==> config.mk <==
export PLATFORM = sky130hd
export DESIGN_NAME = layer_stream_receiver
export DESIGN_NICKNAME = d
export VERILOG_FILES = /design/src/rtl/layer_stream_receiver.sv
export SDC_FILE = /design/constraint.sdc
export NUM_CORES = 1
export LEC_CHECK = 0
export BUFFER_PORTS_ARGS = -buffer_cell sky130_fd_sc_hd__buf_4
export CORE_AREA = 2 2 233 235
export DETAILED_ROUTE_END_ITERATION = 6
export DIE_AREA = 0 0 235 237
export GPL_TIMING_DRIVEN = 0
export PLACE_DENSITY = 0.59
export SYNTH_ARGS = -nofsm -noshare
export SYNTH_HDL_FRONTEND = slang
export SYNTH_SLANG_ARGS = --single-unit
export TNS_END_PERCENT = 20
==> constraint.sdc <==
create_clock -name clk -period 26.9 [get_ports clk]
set_input_delay 1.345 -clock clk [delete_from_list [all_inputs] [get_ports clk]]
set_output_delay 1.345 -clock clk [all_outputs]
set_load 0.01 [all_outputs]
==> src/rtl/layer_stream_receiver.sv <==
// Strips and checks the preamble of an inter-layer frame, re-emits data words tagged with keep/run/word position.
// Latency 1 cycle, one word per cycle; no backpressure (the sender has no ready), framing faults are pulsed instead.
module layer_stream_receiver #(
    parameter int LOG2_PARALLEL_BITWIDTH   = 8,
    parameter int LOG2_PARALLELISM         = 4,
    parameter int NUM_LAYERS               = 3,
    parameter int MAX_LAYER_ENTRIES        = 300,
    parameter int PREAMBLE_CYCLES_BITWIDTH = 16,
    localparam int W  = 1 << LOG2_PARALLEL_BITWIDTH,
    localparam int L  = 1 << LOG2_PARALLELISM,
    localparam int E  = $clog2(MAX_LAYER_ENTRIES),
    localparam int WI = (MAX_LAYER_ENTRIES / L > 1) ? $clog2(MAX_LAYER_ENTRIES / L) : 1
) (
    input  logic                                clk,
    input  logic                                rst,
    input  logic [W-1:0]                        input_mdata,
    input  logic                                input_mvalid,
    input  logic                                input_mlast,
    input  logic [NUM_LAYERS-1:0]               input_layer,
    input  logic [E-1:0]                        input_layer_entries,
    input  logic [PREAMBLE_CYCLES_BITWIDTH-1:0] preamble_cycle_length,
    output logic [W-1:0]                        output_tdata,
    output logic [L-1:0]                        output_tkeep,
    output logic                                output_tvalid,
    output logic                                output_tfirst,
    output logic                                output_tlast,
    output logic [WI-1:0]                       output_word_index,
    output logic [E:0]                          output_run_index,
    output logic [NUM_LAYERS-1:0]               output_layer,
    output logic [E:0]                          output_run_count,
    output logic                                preamble_error,
    output logic                                gap_error,
    output logic                                frame_error
);
    localparam int PCB = PREAMBLE_CYCLES_BITWIDTH;
    localparam int CW  = E + 2;

    typedef enum logic [1:0] {S_IDLE, S_PREAMBLE, S_DATA} state_t;

    state_t         state;
    logic [E-1:0]   entries_q;
    logic [PCB-1:0] preamble_q;
    logic [PCB-1:0] pre_cnt;
    logic [E-1:0]   word_idx;
    logic [E:0]     run_idx;

    logic [E-1:0]   ent_sel;
    logic [CW-1:0]  ent_eff;
    logic [CW-1:0]  words_last;
    logic [L-1:0]   last_keep;
    logic [L-1:0]   one_l;
    logic [PCB-1:0] pre_cnt_nxt;
    logic           all_ones;
    logic           is_final;
    logic           is_run_end;
    logic           data_word;

    // In IDLE the frame parameters are not latched yet, so the live inputs describe the first word.
    always_comb begin
        ent_sel     = (state == S_IDLE) ? input_layer_entries : entries_q;
        ent_eff     = (ent_sel == '0) ? CW'(1) : CW'(ent_sel);
        words_last  = ((ent_eff + CW'(L - 1)) >> LOG2_PARALLELISM) - CW'(1);
        one_l       = {{(L-1){1'b0}}, 1'b1};
        last_keep   = (ent_eff[LOG2_PARALLELISM-1:0] == '0) ? '1
                    : (one_l << ent_eff[LOG2_PARALLELISM-1:0]) - one_l;
        pre_cnt_nxt = pre_cnt + PCB'(1);
        all_ones    = &input_mdata;
        is_final    = (&input_layer) && input_mlast;
        is_run_end  = ({2'b00, word_idx} == words_last);
        data_word   = input_mvalid &&
                      ((state == S_DATA) ||
                       (state == S_IDLE && !is_final && preamble_cycle_length == '0));
    end

    always_ff @(posedge clk or posedge rst) begin
        if (rst) begin
            state             <= S_IDLE;
            entries_q         <= '0;
            preamble_q        <= '0;
            pre_cnt           <= '0;
            word_idx          <= '0;
            run_idx           <= '0;
            output_tdata      <= '0;
            output_tkeep      <= '0;
            output_tvalid     <= 1'b0;
            output_tfirst     <= 1'b0;
            output_tlast      <= 1'b0;
            output_word_index <= '0;
            output_run_index  <= '0;
            output_layer      <= '0;
            output_run_count  <= '0;
            preamble_error    <= 1'b0;
            gap_error         <= 1'b0;
            frame_error       <= 1'b0;
        end else begin
            output_tvalid  <= 1'b0;
            output_tfirst  <= 1'b0;
            output_tlast   <= 1'b0;
            preamble_error <= 1'b0;
            gap_error      <= 1'b0;
            frame_error    <= 1'b0;

            if (data_word) begin
                output_tdata      <= input_mdata;
                output_tkeep      <= is_run_end ? last_keep : '1;
                output_tvalid     <= 1'b1;
                output_tfirst     <= (word_idx == '0);
                output_tlast      <= input_mlast;
                output_word_index <= word_idx[WI-1:0];
                output_run_index  <= run_idx;
                if (input_mlast) begin
                    output_run_count <= run_idx + (E+1)'(1);
                    frame_error      <= !is_run_end;
                    state            <= S_IDLE;
                    word_idx         <= '0;
                    run_idx          <= '0;
                end else begin
                    state <= S_DATA;
                    if (is_run_end) begin
                        word_idx <= '0;
                        run_idx  <= run_idx + (E+1)'(1);
                    end else begin
                        word_idx <= word_idx + E'(1);
                    end
                end
            end

            case (state)
                S_IDLE: begin
                    if (input_mvalid) begin
                        entries_q    <= input_layer_entries;
                        preamble_q   <= preamble_cycle_length;
                        output_layer <= input_layer;
                        if (is_final) begin
                            output_tdata      <= input_mdata;
                            output_tkeep      <= last_keep;
                            output_tvalid     <= 1'b1;
                            output_tfirst     <= 1'b1;
                            output_tlast      <= 1'b1;
                            output_word_index <= '0;
                            output_run_index  <= '0;
                            output_run_count  <= (E+1)'(1);
                        end else if (preamble_cycle_length == '0) begin
                            // first word is data; handled by the data path above
                        end else if (all_ones && !input_mlast) begin
                            pre_cnt <= PCB'(1);
                            state   <= (preamble_cycle_length == PCB'(1)) ? S_DATA : S_PREAMBLE;
                        end else begin
                            preamble_error <= 1'b1;
                        end
                    end
                end
                S_PREAMBLE: begin
                    if (input_mvalid && all_ones && !input_mlast) begin
                        pre_cnt <= pre_cnt_nxt;
                        if (pre_cnt_nxt == preamble_q)
                            state <= S_DATA;
                    end else begin
                        preamble_error <= 1'b1;
                        pre_cnt        <= '0;
                        state          <= S_IDLE;
                    end
                end
                S_DATA: begin
                    if (!input_mvalid) begin
                        gap_error <= 1'b1;
                        word_idx  <= '0;
                        run_idx   <= '0;
                        state     <= S_IDLE;
                    end
                end
                default: state <= S_IDLE;
            endcase
        end
    end
endmodule

==> results of run 1 <==
[through the flow]
| stage | instance area, um^2 | total power (W) | hold WS, ps |
|---|---|---|---|
| floorplan | 16350 | 0.0008275 | 482.2 |
| global placement | 21660 | 0.001062 | 451.6 |
| detailed placement | 21750 | 0.001069 | 456.6 |
| CTS | 23300 | 0.001711 | 469.1 |
| global route | 23310 | 0.001772 | 483.5 |
| finish | 23310 | 0.001692 | 463.4 |
[cell usage in the layout, fill, tap and decap left out, types with 5 or more instances in the layout]
cell,n
sky130_fd_sc_hd__nand2_1,837
sky130_fd_sc_hd__buf_4,594
sky130_fd_sc_hd__dfrtp_1,368
sky130_fd_sc_hd__nand4_1,99
sky130_fd_sc_hd__clkbuf_1,85
sky130_fd_sc_hd__clkbuf_16,45
sky130_fd_sc_hd__nand3_1,44
sky130_fd_sc_hd__o21ai_0,33
sky130_fd_sc_hd__xnor2_1,32
sky130_fd_sc_hd__nor2_1,30
sky130_fd_sc_hd__nor4_1,29
sky130_fd_sc_hd__mux2_2,28
sky130_fd_sc_hd__inv_1,21
sky130_fd_sc_hd__nor3_1,18
sky130_fd_sc_hd__a21oi_1,18
sky130_fd_sc_hd__or3_1,17
sky130_fd_sc_hd__xor2_1,15
sky130_fd_sc_hd__clkbuf_8,12
sky130_fd_sc_hd__a31oi_1,11
sky130_fd_sc_hd__o22a_1,11
sky130_fd_sc_hd__o21a_1,9
sky130_fd_sc_hd__a21o_1,9
sky130_fd_sc_hd__mux2i_1,8
sky130_fd_sc_hd__and3_1,8
sky130_fd_sc_hd__nor2_2,8
sky130_fd_sc_hd__nand2b_1,7
sky130_fd_sc_hd__a22o_1,7
sky130_fd_sc_hd__buf_2,6
sky130_fd_sc_hd__or4_1,6
sky130_fd_sc_hd__and2_1,6
sky130_fd_sc_hd__ha_1,6
sky130_fd_sc_hd__nor3b_1,5
sky130_fd_sc_hd__o211ai_1,5
sky130_fd_sc_hd__bufinv_16,5
[cells in the mapped netlist, drive strengths merged (2+ instances only)]
cell type / count / area, um^2
nor4: 29 / 181.4
o31ai: 4 / 35.03
and4: 3 / 26.28
a22o: 7 / 61.31
nand2: 837 / 3142
o22a: 11 / 96.34
nor2: 38 / 162.7
o211a: 2 / 27.53
a21oi: 18 / 90.09
o21a: 9 / 67.56
and3: 8 / 50.05
nor3b: 5 / 37.54
o211ai: 5 / 37.54
xnor2: 32 / 280.3
a2111oi: 2 / 18.77
o21ai: 36 / 183.9
nor3: 19 / 106.4
mux2: 28 / 315.3
a21o: 9 / 67.56
nor2b: 3 / 18.77
a2bb2oi: 3 / 26.28
and2: 7 / 43.80
or2: 4 / 25.02
a311oi: 2 / 17.52
buf: 11 / 56.30
or3: 17 / 106.4
xor2: 15 / 131.4
clkbuf: 80 / 300.3
dfrtp: 368 / 9209
nand4b: 2 / 17.52
ha: 6 / 75.07
nand3: 44 / 220.2
a211oi: 4 / 30.03
or4: 7 / 56.30
nand2b: 7 / 43.79
o311ai: 4 / 35.04
mux2i: 8 / 80.08
nand4: 99 / 619.3
a31oi: 11 / 68.82
inv: 23 / 86.33
[power by group]
group          switching [W]  internal [W]
clock               0.000245      0.000388
sequential         0.0000584      0.000643
combinational       0.000185      0.000172
total               0.000488       0.00120
[area by class of cell]
cell class,count,area [um^2]
clock inverters,17,239.0
inverters,23,93.84
clock buffers,62,1310
repair buffers,595,4527
well taps,696,870.8
fillers,5326,29980
flip-flops and latches,368,9209
multi-input cells,1355,6698
diodes,1,2.502
plain buffers,91,356.6
[registers in the layout, indices dropped and copies added, names as in the netlist, 2 cells and up]
register,cells
output_tdata,256
output_tkeep,16
pre_cnt,16
preamble_q,16
output_run_count,10
output_run_index,10
run_idx,10
entries_q,9
word_idx,9
output_word_index,5
output_layer,3
state,2
[cells by family (layout without fill, tap and decap cells)]
logic type	count (synthesis)	in the layout	share of synthesized area [%]
xor+xnor	47	47	2.518
simple gates	1134	1134	29.98
mux	36	36	2.418
fa+ha+maj	6	6	0.4592
flops	368	368	56.33
compound gates	132	132	5.587
other cells	0	1	0
buf+inv	114	788	2.709
[layer usage]
layer	vias to the layer above	global-route usage, %	share of wire, %	wire length, um
met2	623	38.21	47	31600
li1	7419	-	-	-
met5	-	0	0	0
met1	7725	30.70	42	28390
met4	0	8.765	3.7	2526
met3	143	5.747	7.3	4923
[worst register-to-register path, cell delays in order, from the launching register on]
cell and delay [ps]:
sky130_fd_sc_hd__dfrtp_1 460, sky130_fd_sc_hd__or4_4 510, sky130_fd_sc_hd__o31ai_2 120, sky130_fd_sc_hd__and4_1 240, sky130_fd_sc_hd__buf_4 150, sky130_fd_sc_hd__o21ai_0 100
sky130_fd_sc_hd__o21ai_0 90, sky130_fd_sc_hd__ha_1 260, sky130_fd_sc_hd__xor2_1 150, sky130_fd_sc_hd__nand2_1 90, sky130_fd_sc_hd__a2111oi_1 470, sky130_fd_sc_hd__o221ai_2 300
sky130_fd_sc_hd__nor4_1 810, sky130_fd_sc_hd__a22o_1 250
[path summary, 6_finish.rpt]
kind / startpoint / endpoint / depth (start not counted) / slack [ps]
worst max-delay path: input_mdata[148] / pre_cnt[2] / 10 / 22340
worst min-delay path: output_tdata[58] / output_tdata[58] / 2 / 460
worst max register to register: state[1] / run_idx[9] / 13 / 22840
worst min register to register: output_tdata[58] / output_tdata[58] / 2 / 460
max in group asynchronous: rst / output_tdata[77] / 3 / 25200
min in group asynchronous: rst / output_tkeep[9] / 2 / 740
==> metrics.txt, run 1 <==
TritonCTS Buffers 44; unrepaired setup endpoints after global routing no; Synth cell types 63; proportion of layout cells with a drive suffix above 1 28.87%; DRC violation count after routing 0; # IOs between 500 and 600; wire length of the first global-routing pass 99.46 mm; critical path endpoint category flop; number of nets still failing antenna checks after routing 0; Setup crit start kind input pin; Critical Path Max Stage Delay about 960 ps; average instance area after synthesis 8.900 um^2; highest clock rate around 220 MHz; sum of net half-perimeters after detailed placement about 54 mm; Post-Synthesis Net Count between 2000 and 2500; Final Hold Vio Count 0; final worst path period need 4563 ps; via count of the routed design roughly 16000; number of sinks handled by clock tree synthesis 368; Worst Slack Setup Final roughly 22000 ps; power per unit of standard cell area 72.58 mW/mm^2; worst path bufs/invs 2; Yosys reg bits 368; DR WL/cell 21.02 um; Routability Congestion 0.9711; total negative slack 0 ps; share of the cycle needed by the critical path after routing 16.96%; most frequent CP cell sky130_fd_sc_hd__nand4_1; TritonCTS clock tree yes; worst clock skew 10.12 ps; crit path max fanout 7; Post-Synthesis Cell Area 0.01635 mm^2; I/O Buffers 592; detailed-router iteration count before antenna repair 7; LEAKAGE 11.91 nW; Clk pin slew, worst setup/hold paths roughly 60 ps; class of the most critical setup path in2reg; number of pins with negative max-slew slack in the final report 0; antenna violations before repair 3; async set or reset register ratio after synthesis 100.0%; Post-CTS Hold Buffers 0; GR Overflow Total 0; pre-CTS setup slack 21570 ps; final setup violating endpoints 0; cell at the slowest stage of the critical path sky130_fd_sc_hd__nor4_1; end-of-flow core utilization between 40% and 50%; CORE AREA between 0.05 and 0.06 mm^2; site row count 85; root buffer cell sky130_fd_sc_hd__clkbuf_16; number of warnings reported in the yosys synthesis log 0; transition time at the pin with the least slew margin 1125 ps; sequential share of the synthesized area 56.33%; Post-CTS Resized 0; Layout area overhead 42.55%; maximum number of pins on one net before global-route repair approximately 120; area enclosed by the die boundary roughly 0.056 mm^2; Max Cap Violations 0; Data arrival, critical path 5050 ps; via count of the first global-routing pass 15480; detailed-route wire length 67.45 mm; initial cell density of the core 30.68%; WP data required 27390 ps; per-cell via count in the routed design 4.959; clock insertion delay at the later pin of the skew report around 570 ps; number of DRC violations after detailed-routing iteration 0 1107; net count of the finished layout 2772; Final Instance Count excl. Fillers between 3000 and 4000; H-tree lvl count 2; die width 235 um; top_reg_cell synth sky130_fd_sc_hd__dfrtp_1; overall global routing resource usage 23.62%; post-synthesis instance total 1837; largest buffer count on any clock path 3; dpl cells between 3000 and 4000; critical path cell sequence buf_4 > nand4_1 > nor4_1 > nand4_1 > nor3_1 > nand4_1 > or3_1 > clkbuf_1 > a21oi_1 > a21o_1; Slew Limit Headroom approximately a quarter; run status completed; height of the die 237 um; Worst IR Drop VDD about 0.044 mV; number of synthesized flops with an enable pin 0; class of the most critical hold timing path reg2reg; CP top delay family simple AND/OR/NAND/NOR gates; setup fix buffers added after clock tree synthesis 0
(Power assumes the default switching activity.)
==> inputs of run 2 (changes only) <==
--- a/config.mk
+++ b/config.mk
@@ -10,7 +10,7 @@
 export DETAILED_ROUTE_END_ITERATION = 6
 export DIE_AREA = 0 0 235 237
 export GPL_TIMING_DRIVEN = 0
-export PLACE_DENSITY = 0.59
+export PLACE_DENSITY = 0.61
 export SYNTH_ARGS = -nofsm -noshare
 export SYNTH_HDL_FRONTEND = slang
 export SYNTH_SLANG_ARGS = --single-unit
==> constraint.sdc (replaced) <==
create_clock -name clk -period 3.7 [get_ports clk]
set_input_delay 0.185 -clock clk [delete_from_list [all_inputs] [get_ports clk]]
set_output_delay 0.185 -clock clk [all_outputs]
set_load 0.01 [all_outputs]
==> run 2 against run 1 <==
First-iteration DRC count up 5.9%. Non-clock buffer count increased by 301. Sequential cell count is the same. Combinational power rose to 8.2 times the previous value. Worst setup slack got worse by 22000 ps. Count of clock-buffer cells in the layout is 3 higher. Register-to-register slack got worse by 23000 ps. Critical path depth is 4 higher. Global-route usage grew 1.2 points. Utilization is 6.0 points higher.
==> metrics.txt, run 2 (synthesis results as in run 1) <==
most common library cell in the layout ignoring fill and taps sky130_fd_sc_hd__nand2_1 (unchanged); via count of the routed design 17280 (was 15910); class of the most critical setup path reg2reg (was in2reg); I/O Buffers 592 (unchanged); Layout area overhead 62.01% (was 42.55%); site row count 85 (unchanged); largest buffer count on any clock path 3 (unchanged); TritonCTS clock tree yes (unchanged); # IOs 594 (unchanged); Hold Crit Depth 3 (was 2); clock insertion delay at the later pin of the skew report 580 ps (was 570 ps); number of DRC violations after detailed-routing iteration 0 1172 (was 1107); detailed-route wire length 70.91 mm (was 67.45 mm); TritonCTS Buffers 44 (unchanged); number of sinks handled by clock tree synthesis 368 (unchanged); startpoint of the worst-slack reg-to-reg timing path state[1] (unchanged); share of the cycle needed by the critical path after routing 95.63%; number of nets still failing antenna checks after routing 0 (unchanged); maximum number of pins on one net before global-route repair 42 (was 119); Data arrival, critical path 4000 ps (was 5050 ps); GR Overflow Total 0 (unchanged); critical path endpoint category flop (unchanged); Final Instance Count excl. Fillers 3507 (was 3208); per-cell via count in the routed design 4.928 (was 4.959); Clk pin slew, worst setup/hold paths 60 ps (about the same); area enclosed by the die boundary 0.05570 mm^2 (unchanged); transition time at the pin with the least slew margin 814.5 ps (was 1125 ps); detailed-router iteration count before antenna repair 5 (was 7); dpl cells 3135 (was 3128); H-tree lvl count 2 (unchanged); most frequent cells in the layout sky130_fd_sc_hd__nand2_1 (836), sky130_fd_sc_hd__buf_4 (601), sky130_fd_sc_hd__dfrtp_1 (367), sky130_fd_sc_hd__dlygate4sd3_1 (285), sky130_fd_sc_hd__nand4_1 (99) (was sky130_fd_sc_hd__nand2_1 (837), sky130_fd_sc_hd__buf_4 (594), sky130_fd_sc_hd__dfrtp_1 (368), sky130_fd_sc_hd__nand4_1 (99), sky130_fd_sc_hd__clkbuf_1 (85)); overall global routing resource usage 24.79% (was 23.62%); Worst IR Drop VDD 0.3581 mV (was 0.04383 mV); WP data required 4160 ps (was 27390 ps); run status completed (unchanged); initial cell density of the core 30.68% (unchanged); root buffer cell sky130_fd_sc_hd__clkbuf_16 (unchanged); final worst path period need 3538 ps; antenna violations before repair 4 (was 3); via count of the first global-routing pass 17630 (was 15480); setup slack of the most critical reg-to-reg path 160 ps (was 22840 ps); power per unit of standard cell area 478.9 mW/mm^2 (was 72.58 mW/mm^2); crit path max fanout 7 (unchanged); Routability Congestion 0.9629 (was 0.9711); highest clock rate around 280 MHz; CORE AREA 0.05328 mm^2 (unchanged); net count of the finished layout 3073 (was 2772); cells on worst reg2reg path 14 (was 13); number of flip-flops in the largest register 256 (unchanged); worst slack on hold paths 24.47 ps (was 463.4 ps); Final Hold Vio Count 0 (unchanged); capture point of the worst path run_idx[5] (was pre_cnt[2]); Reg-to-Reg End run_idx[5] (was run_idx[9]); proportion of layout cells with a drive suffix above 1 26.84% (was 28.87%); height of the die 237 um (unchanged); DRC violation count after routing 0 (unchanged); wire length of the first global-routing pass 106.4 mm (was 99.46 mm); number of pins with negative max-slew slack in the final report 0 (unchanged); launch point of the critical path state[1] (was input_mdata[148]); Setup crit start kind flop (was input pin); worst clock skew 16.81 ps (was 10.12 ps); LEAKAGE 13.24 nW (was 11.91 nW); final setup violating endpoints 0 (unchanged); die width 235 um (unchanged); DR WL/cell 20.22 um (was 21.02 um); class of the most critical hold timing path in2reg (was reg2reg); sum of net half-perimeters after detailed placement 54.21 mm (was 53.97 mm); Slew Limit Headroom 45.34% (was 24.34%); Biggest register output_tdata (unchanged); total negative slack 0 ps (unchanged); Max Cap Violations 0 (unchanged)
==> run 2: changes by cell type in the layout (fill, tap and decap cells not counted), moves of 4 or more <==
| cell | before | now |
|---|---|---|
| sky130_fd_sc_hd__buf_4 | 594 | 601 |
| sky130_fd_sc_hd__dlygate4sd3_1 | 0 | 285 |
| sky130_fd_sc_hd__buf_12 | 0 | 9 |
| sky130_fd_sc_hd__nor3_1 | 18 | 14 |
| sky130_fd_sc_hd__nor3_2 | 0 | 4 |
==> run 2: timing repair <==
action                                  4_1_cts  5_1_grt
hold endpoints to repair                    307        0
hold buffers                                285        0
gates resized for setup                       5       24
pin swaps                                     2        8
buffers inserted                              4        4
endpoints found under the setup margin       51      127
==> run 2: metrics by stage <==
stage          cell area, um^2  utilization, %  total power (W)  setup slack [ps]
2_1_floorplan            16350               -         0.006018             -1423
3_3_place_gp             21670           40.67         0.007710             -3742
3_5_place_dp             21880           41.06         0.007784            -796.8
4_1_cts                  26340           49.44          0.01272            -9.165
5_1_grt                  26490           49.71          0.01322            -49.03
6_report                 26490           49.71          0.01269             161.8
==> run 2: critical path: stages (launching register included) <==
cell and delay [ps]:
sky130_fd_sc_hd__dfrtp_2 470, sky130_fd_sc_hd__or4_4 510, sky130_fd_sc_hd__o31ai_4 80, sky130_fd_sc_hd__and4_1 240, sky130_fd_sc_hd__buf_6 120, sky130_fd_sc_hd__o21ai_0 90, sky130_fd_sc_hd__o21ai_1 100, sky130_fd_sc_hd__ha_2 290
sky130_fd_sc_hd__xor2_1 170, sky130_fd_sc_hd__nand2_2 100, sky130_fd_sc_hd__a311oi_2 310, sky130_fd_sc_hd__o221ai_4 190, sky130_fd_sc_hd__buf_4 190, sky130_fd_sc_hd__or4_1 480, sky130_fd_sc_hd__o311ai_1 90
==> run 2: metal layers <==
layer	GRT usage, %	share of wire, %	vias to the layer above
met3	6.074	7.3	168
li1	-	-	8030
met1	30.79	41	8356
met5	0	0	-
met4	10.28	4.4	0
met2	41.25	47	728
==> run 2: where the power goes <==
part	switching [W]	leakage [nW]	internal (W)
clock network	0.00175	0.768	0.00291
logic	0.00145	7.79	0.00147
registers	0.000428	4.68	0.00468
==> run 2: layout make-up <==
type	count	area, um^2
Clock inverter	11	216.5
Timing Repair Buffer	896	7574
Buffer	91	370.4
Multi-Input combinational cell	1355	6810
Tap cell	696	870.8
Antenna cell	2	5.005
Fill cell	4939	26790
Sequential cell	368	9210
Clock buffer	65	1341
Inverter	23	90.09
==> run 2: worst min-delay path by stage <==
| stage | end | start | slack, ps |
|---|---|---|---|
| floorplan | output_tdata[0] | input_mdata[0] | 300 |
| global placement | output_tdata[30] | input_mdata[30] | 390 |
| detailed placement | output_tdata[232] | rst | 280 |
| CTS | output_tdata[15] | input_mdata[15] | 7 |
| global route | output_tdata[15] | input_mdata[15] | 30 |
| finish | output_tdata[15] | input_mdata[15] | 20 |
